--- config.mk ---
export PLATFORM = sky130hd
export DESIGN_NAME = hcsr04_interface
export DESIGN_NICKNAME = d
export VERILOG_FILES = /design/src/rtl/hcsr04_interface.sv
export SDC_FILE = /design/constraint.sdc
export NUM_CORES = 1
export LEC_CHECK = 0
export CORE_AREA = 2 2 102 104
export CTS_CLUSTER_SIZE = 12
export DETAILED_ROUTE_END_ITERATION = 16
export DIE_AREA = 0 0 104 106
export HOLD_SLACK_MARGIN = 0.06
export PLACE_DENSITY_LB_ADDON = 0.1
export SYNTH_ARGS = -nofsm -noshare
export SYNTH_HDL_FRONTEND = slang
export SYNTH_SLANG_ARGS = --single-unit
--- constraint.sdc ---
create_clock -name clock -period 3.69 [get_ports clock]
set_input_delay 0.738 -clock clock [delete_from_list [all_inputs] [get_ports clock]]
set_output_delay 0.738 -clock clock [all_outputs]
set_load 0.01 [all_outputs]
--- src/rtl/hcsr04_interface.sv ---
// rtl/hcsr04_interface.sv - HC-SR04 trigger/echo timing front-end with BCD centimetre result
module hcsr04_interface #(
  parameter int TRIGGER_CYCLES = 500,
  parameter int CYCLES_PER_CM  = 2941,
  parameter int TIMEOUT_CYCLES = 1_500_000
) (
  input  logic        clock,
  input  logic        reset,
  input  logic        medir,
  input  logic        echo,
  output logic        trigger,
  output logic [11:0] medida,
  output logic        pronto,
  output logic        erro,
  output logic [2:0]  db_estado
);

  localparam int TW = $clog2(CYCLES_PER_CM + 1);
  localparam int WW = $clog2(TIMEOUT_CYCLES + 1);
  localparam int GW = $clog2(TRIGGER_CYCLES + 1);
  localparam logic [TW-1:0] TICK_LAST = TW'(CYCLES_PER_CM - 1);
  localparam logic [TW-1:0] TICK_HALF = TW'(CYCLES_PER_CM / 2);
  localparam logic [WW-1:0] WD_LAST   = WW'(TIMEOUT_CYCLES - 1);
  localparam logic [GW-1:0] TRIG_LAST = GW'(TRIGGER_CYCLES - 1);

  typedef enum logic [2:0] {
    INICIAL       = 3'b000,
    PREPARACAO    = 3'b001,
    ENVIA_TRIGGER = 3'b010,
    ESPERA_ECHO   = 3'b011,
    MEDE          = 3'b100,
    ARMAZENA      = 3'b101,
    FINAL_MEDIDA  = 3'b110,
    ERRO_ST       = 3'b111
  } state_t;

  state_t        state;
  logic          echo_m;
  logic          echo_s;
  logic [TW-1:0] tick;
  logic [11:0]   bcd;
  logic [WW-1:0] watchdog;
  logic [GW-1:0] trig_cnt;
  logic [TW-1:0] tick_next;
  logic [11:0]   bcd_next;

  // Three-digit BCD increment that sticks at 999 instead of wrapping.
  function automatic logic [11:0] bcd_inc(input logic [11:0] v);
    logic [11:0] r;
    r = v;
    if (v == 12'h999) begin
      r = v;
    end else if (v[3:0] != 4'd9) begin
      r[3:0] = v[3:0] + 4'd1;
    end else begin
      r[3:0] = 4'd0;
      if (v[7:4] != 4'd9) begin
        r[7:4] = v[7:4] + 4'd1;
      end else begin
        r[7:4]  = 4'd0;
        r[11:8] = v[11:8] + 4'd1;
      end
    end
    return r;
  endfunction

  always_comb begin
    tick_next = tick + 1'b1;
    bcd_next  = bcd;
    if (tick == TICK_LAST) begin
      tick_next = '0;
      bcd_next  = bcd_inc(bcd);
    end
  end

  always_ff @(posedge clock or posedge reset) begin
    if (reset) begin
      echo_m <= 1'b0;
      echo_s <= 1'b0;
    end else begin
      echo_m <= echo;
      echo_s <= echo_m;
    end
  end

  always_ff @(posedge clock or posedge reset) begin
    if (reset) begin
      state    <= INICIAL;
      trigger  <= 1'b0;
      medida   <= 12'h000;
      pronto   <= 1'b0;
      erro     <= 1'b0;
      tick     <= '0;
      bcd      <= 12'h000;
      watchdog <= '0;
      trig_cnt <= '0;
    end else begin
      pronto <= 1'b0;
      case (state)
        INICIAL: begin
          if (medir) state <= PREPARACAO;
        end
        PREPARACAO: begin
          tick     <= '0;
          bcd      <= 12'h000;
          watchdog <= '0;
          erro     <= 1'b0;
          trig_cnt <= '0;
          trigger  <= 1'b1;
          state    <= ENVIA_TRIGGER;
        end
        ENVIA_TRIGGER: begin
          if (trig_cnt == TRIG_LAST) begin
            trigger <= 1'b0;
            state   <= ESPERA_ECHO;
          end else begin
            trig_cnt <= trig_cnt + 1'b1;
          end
        end
        // The sample that detects the echo rise is itself counted, so counted width equals raw width.
        ESPERA_ECHO, MEDE: begin
          watchdog <= watchdog + 1'b1;
          if (watchdog == WD_LAST) begin
            state  <= ERRO_ST;
            pronto <= 1'b1;
            erro   <= 1'b1;
          end else if (echo_s) begin
            tick  <= tick_next;
            bcd   <= bcd_next;
            state <= MEDE;
          end else if (state == MEDE) begin
            state <= ARMAZENA;
          end
        end
        ARMAZENA: begin
          medida <= (tick >= TICK_HALF) ? bcd_inc(bcd) : bcd;
          pronto <= 1'b1;
          state  <= FINAL_MEDIDA;
        end
        FINAL_MEDIDA, ERRO_ST: begin
          state <= INICIAL;
        end
        default: state <= INICIAL;
      endcase
    end
  end

  assign db_estado = state;

endmodule

==> impl_results.md <==
- Status: finished, final reports clean
- Routed wire length: 9740 um
- Synth area leader: dfrtp_1
- Setup Fix Bufs, Post-CTS: 0
- Reg area: 0.00185 sq mm
- Worst setup path end: tick[3]
- Post-CTS Resized: 0
- TritonCTS buffer count: 9
- Hold Crit Class: reg2reg
- DR iter-0 viols: 239
- Max Cap Viol: 0
- Cell area after synthesis: 0.00435 sq mm
- CTS tree: done
- Post-layout util: 48.5%
- Final net count: 481
- Reg2Reg Launch Point: db_estado[2]
- Pwr dens: 319 mW/mm^2
- Yosys Warn Count: 0
- IO Port Bufs: 21
- CP Launch Point: db_estado[2]
- Die Area: 0.0110 sq mm
- First-pass GRT wire length: 16800 um
- Max clock buf depth: 2
- Gr usage total: 18.8%
- Main flop type after synthesis: dfrtp_1
- Internal reg-to-reg setup slack: 1.13 ns
- Number of synthesized flops with an enable pin: 0
- Vias: 3553
- Minimum clock period: 2.56 ns
- Leakage Power: 1.90 nW
- Final HPWL DP: 6710 um
- Hold Fails Final Rpt: 0
- Initial antenna violation count: 0
- Worst Path Required: 3.94 ns
- Drt drc: 0
- Crit start category: register
- Number of routed nets with antenna violations: 0
- Post-Synthesis Cells: 458
- Largest net degree at the start of global routing: 56
- Share of layout cells above drive strength 1: 9.49%
- Root Buffer: clkbuf_8
- Cell Rows: 37
- Worst R2R Path Depth: 5
- Worst slack at placement: 1.15 ns
- R2r endpoint: tick[3]
- TritonRoute pass-1 iters: 7
- WP data arrival: 2.80 ns
- Ant diodes: 0
- Slew headroom: 41.8%
- Register area share after synthesis: 42.6%
- Gr ovfl total: 0
- CTS Sinks: 74
- Die width: 104 um
- Crit path max fanout: 18
- Vias in the first global route: 3369
- Core ar.: 0.0100 sq mm
- Least-Margin Pin Slew: 0.869 ns
- Max frequency: 391 MHz
- Syn_area_per_cell: 9.50 sq um
- Clk_skew: 0.0107 ns
- Initial cell density of the core: 43.5%
- Synth top area cells: dfrtp_1, nand2_1, a21oi_1
- Die H: 106 um
- CP Capture Type: register
- Fillers: 968
- Worst-path clk slew: 0.08 ns
- Share of flip-flops with an asynchronous set or reset: 100%
- RSZ-0062 raised after global routing: no
- Distinct cell type count after synthesis: 82
- Final worst setup slack: 1.13 ns
- IR drop worst, VDD: 0.144 mV
- Final Max Slew Viols: 0
- Final hold slack: 0.351 ns
- Via count normalized by instance count: 5.82
- Later-pin clock latency in the skew report: 0.36 ns
- Net count after synthesis: 469
- Seq cells post-synth: 74
- Yosys top cell area share: 42.6%
- Area of the multi-input gates: 0.00229 sq mm
- Setup TNS: 0 ns
- WL/cell: 16.0 um
- Fin crit share: 69.3%
- RePlAce Congestion: 0.860
- Kind of critical path: reg2reg
- CTS H-tree lvls: 3
- Post-CTS Hold Fix Bufs: 0
- Area grow syn2layout: 11.5%
- # IOs: 22
- Final setup violation count: 0
cell usage in the layout (no fill, tap or decap), types with 5 or more instances in the layout:
master / synthesis / final
a31oi_1: 15 / 15
and4_1: 6 / 6
clkdlybuf4s50_1: 0 / 21
mux2i_1: 10 / 10
and3_1: 7 / 7
ha_1: 7 / 7
o31ai_1: 11 / 11
or3_1: 5 / 5
nand4_1: 11 / 11
o21ai_0: 24 / 24
nand3_1: 21 / 21
nand2_1: 50 / 50
inv_1: 23 / 22
nor3_1: 9 / 9
clkbuf_8: 0 / 10
xor2_1: 5 / 5
dfrtp_1: 74 / 74
o211ai_1: 6 / 6
a21oi_1: 24 / 24
a32o_1: 5 / 5
nor2_1: 28 / 28
area by class of cell:
class                      count  share of cell area [%]
multi-input combinational    339                    47.2
sequential                    74                    38.2
timing repair buffer          22                    4.75
tap                          136                    3.51
clock buffer                  11                    2.92
inverter                      24                    1.86
clock inverter                 4                    1.57
worst max-delay path, cell delays in order (launching register included):
cell and delay [ns]:
dfrtp_1 0.64, and2b_1 0.34, a21oi_2 0.60, nor2_1 0.34, and3_1 0.27, a211o_1 0.25
cells in the mapped netlist, drive strengths merged, types with 4 or more instances:
| master | number |
|---|---|
| dfrtp | 74 |
| nand2 | 51 |
| nor2 | 28 |
| o21ai | 27 |
| a21oi | 25 |
| nand3 | 25 |
| inv | 23 |
| a31oi | 17 |
| buf | 15 |
| nand4 | 12 |
| o31ai | 11 |
| mux2i | 10 |
| nor3 | 10 |
| o211ai | 8 |
| and3 | 7 |
| ha | 7 |
| and4 | 6 |
| clkbuf | 6 |
| a32o | 5 |
| or2 | 5 |
| or3 | 5 |
| xor2 | 5 |
| a22o | 4 |
| a32oi | 4 |
| o2bb2ai | 4 |
| xnor2 | 4 |
through the flow:
stage	std cells	total power [mW]	instance area, sq um
after floorplan	458	0.841	4350
after global placement	595	0.853	4630
after detailed placement	595	0.853	4630
after CTS	610	1.57	4850
after global routing	610	1.60	4850
final	610	1.54	4850
worst min-delay path by stage:
stage	from	endpoint	depth (start not counted)	slack (ns)
floorplan	echo_m	echo_s	0	0.33
global placement	echo_m	echo_s	0	0.34
detailed placement	echo_m	echo_s	0	0.33
CTS	echo_m	echo_s	0	0.35
global route	echo_m	echo_s	0	0.36
finish	echo_m	echo_s	0	0.35
metal layers:
layer | vias up | track usage [%] | routed length [um]
met5 | - | 0 | 0
li1 | 1753 | - | -
met4 | 0 | 8.59 | 201
met3 | 18 | 3.13 | 345
met2 | 79 | 27.3 | 4190
met1 | 1703 | 27.5 | 5000
report_power, final:
| part | internal (mW) | switching [mW] | leakage [nW] |
|---|---|---|---|
| clock network | 0.397 | 0.312 | 0.106 |
| logic | 0.00539 | 0.0173 | 0.782 |
| registers | 0.811 | 0.00158 | 1.01 |
| total | 1.21 | 0.331 | 1.90 |
state kept, by name (all words and copies together) (netlist names):
register,cells
watchdog,21
bcd,12
medida,12
tick,12
trig_cnt,9
db_estado,3
echo_m,1
echo_s,1
erro,1
pronto,1
trigger,1
logic make-up (layout without fill, tap and decap cells):
kind of cell	count (synthesis)	in the layout	share of synthesized area [%]
AO/OA/AOI/OAI	134	134	22.3
XOR/XNOR	9	9	1.81
adder cells (fa/ha/maj)	7	7	2.01
buffers and inverters	45	61	4.80
flip-flops	74	74	42.6
multiplexers	11	11	2.56
AND/OR/NAND/NOR	178	178	24.0
Note: power is estimated with default switching activity, not from simulation.
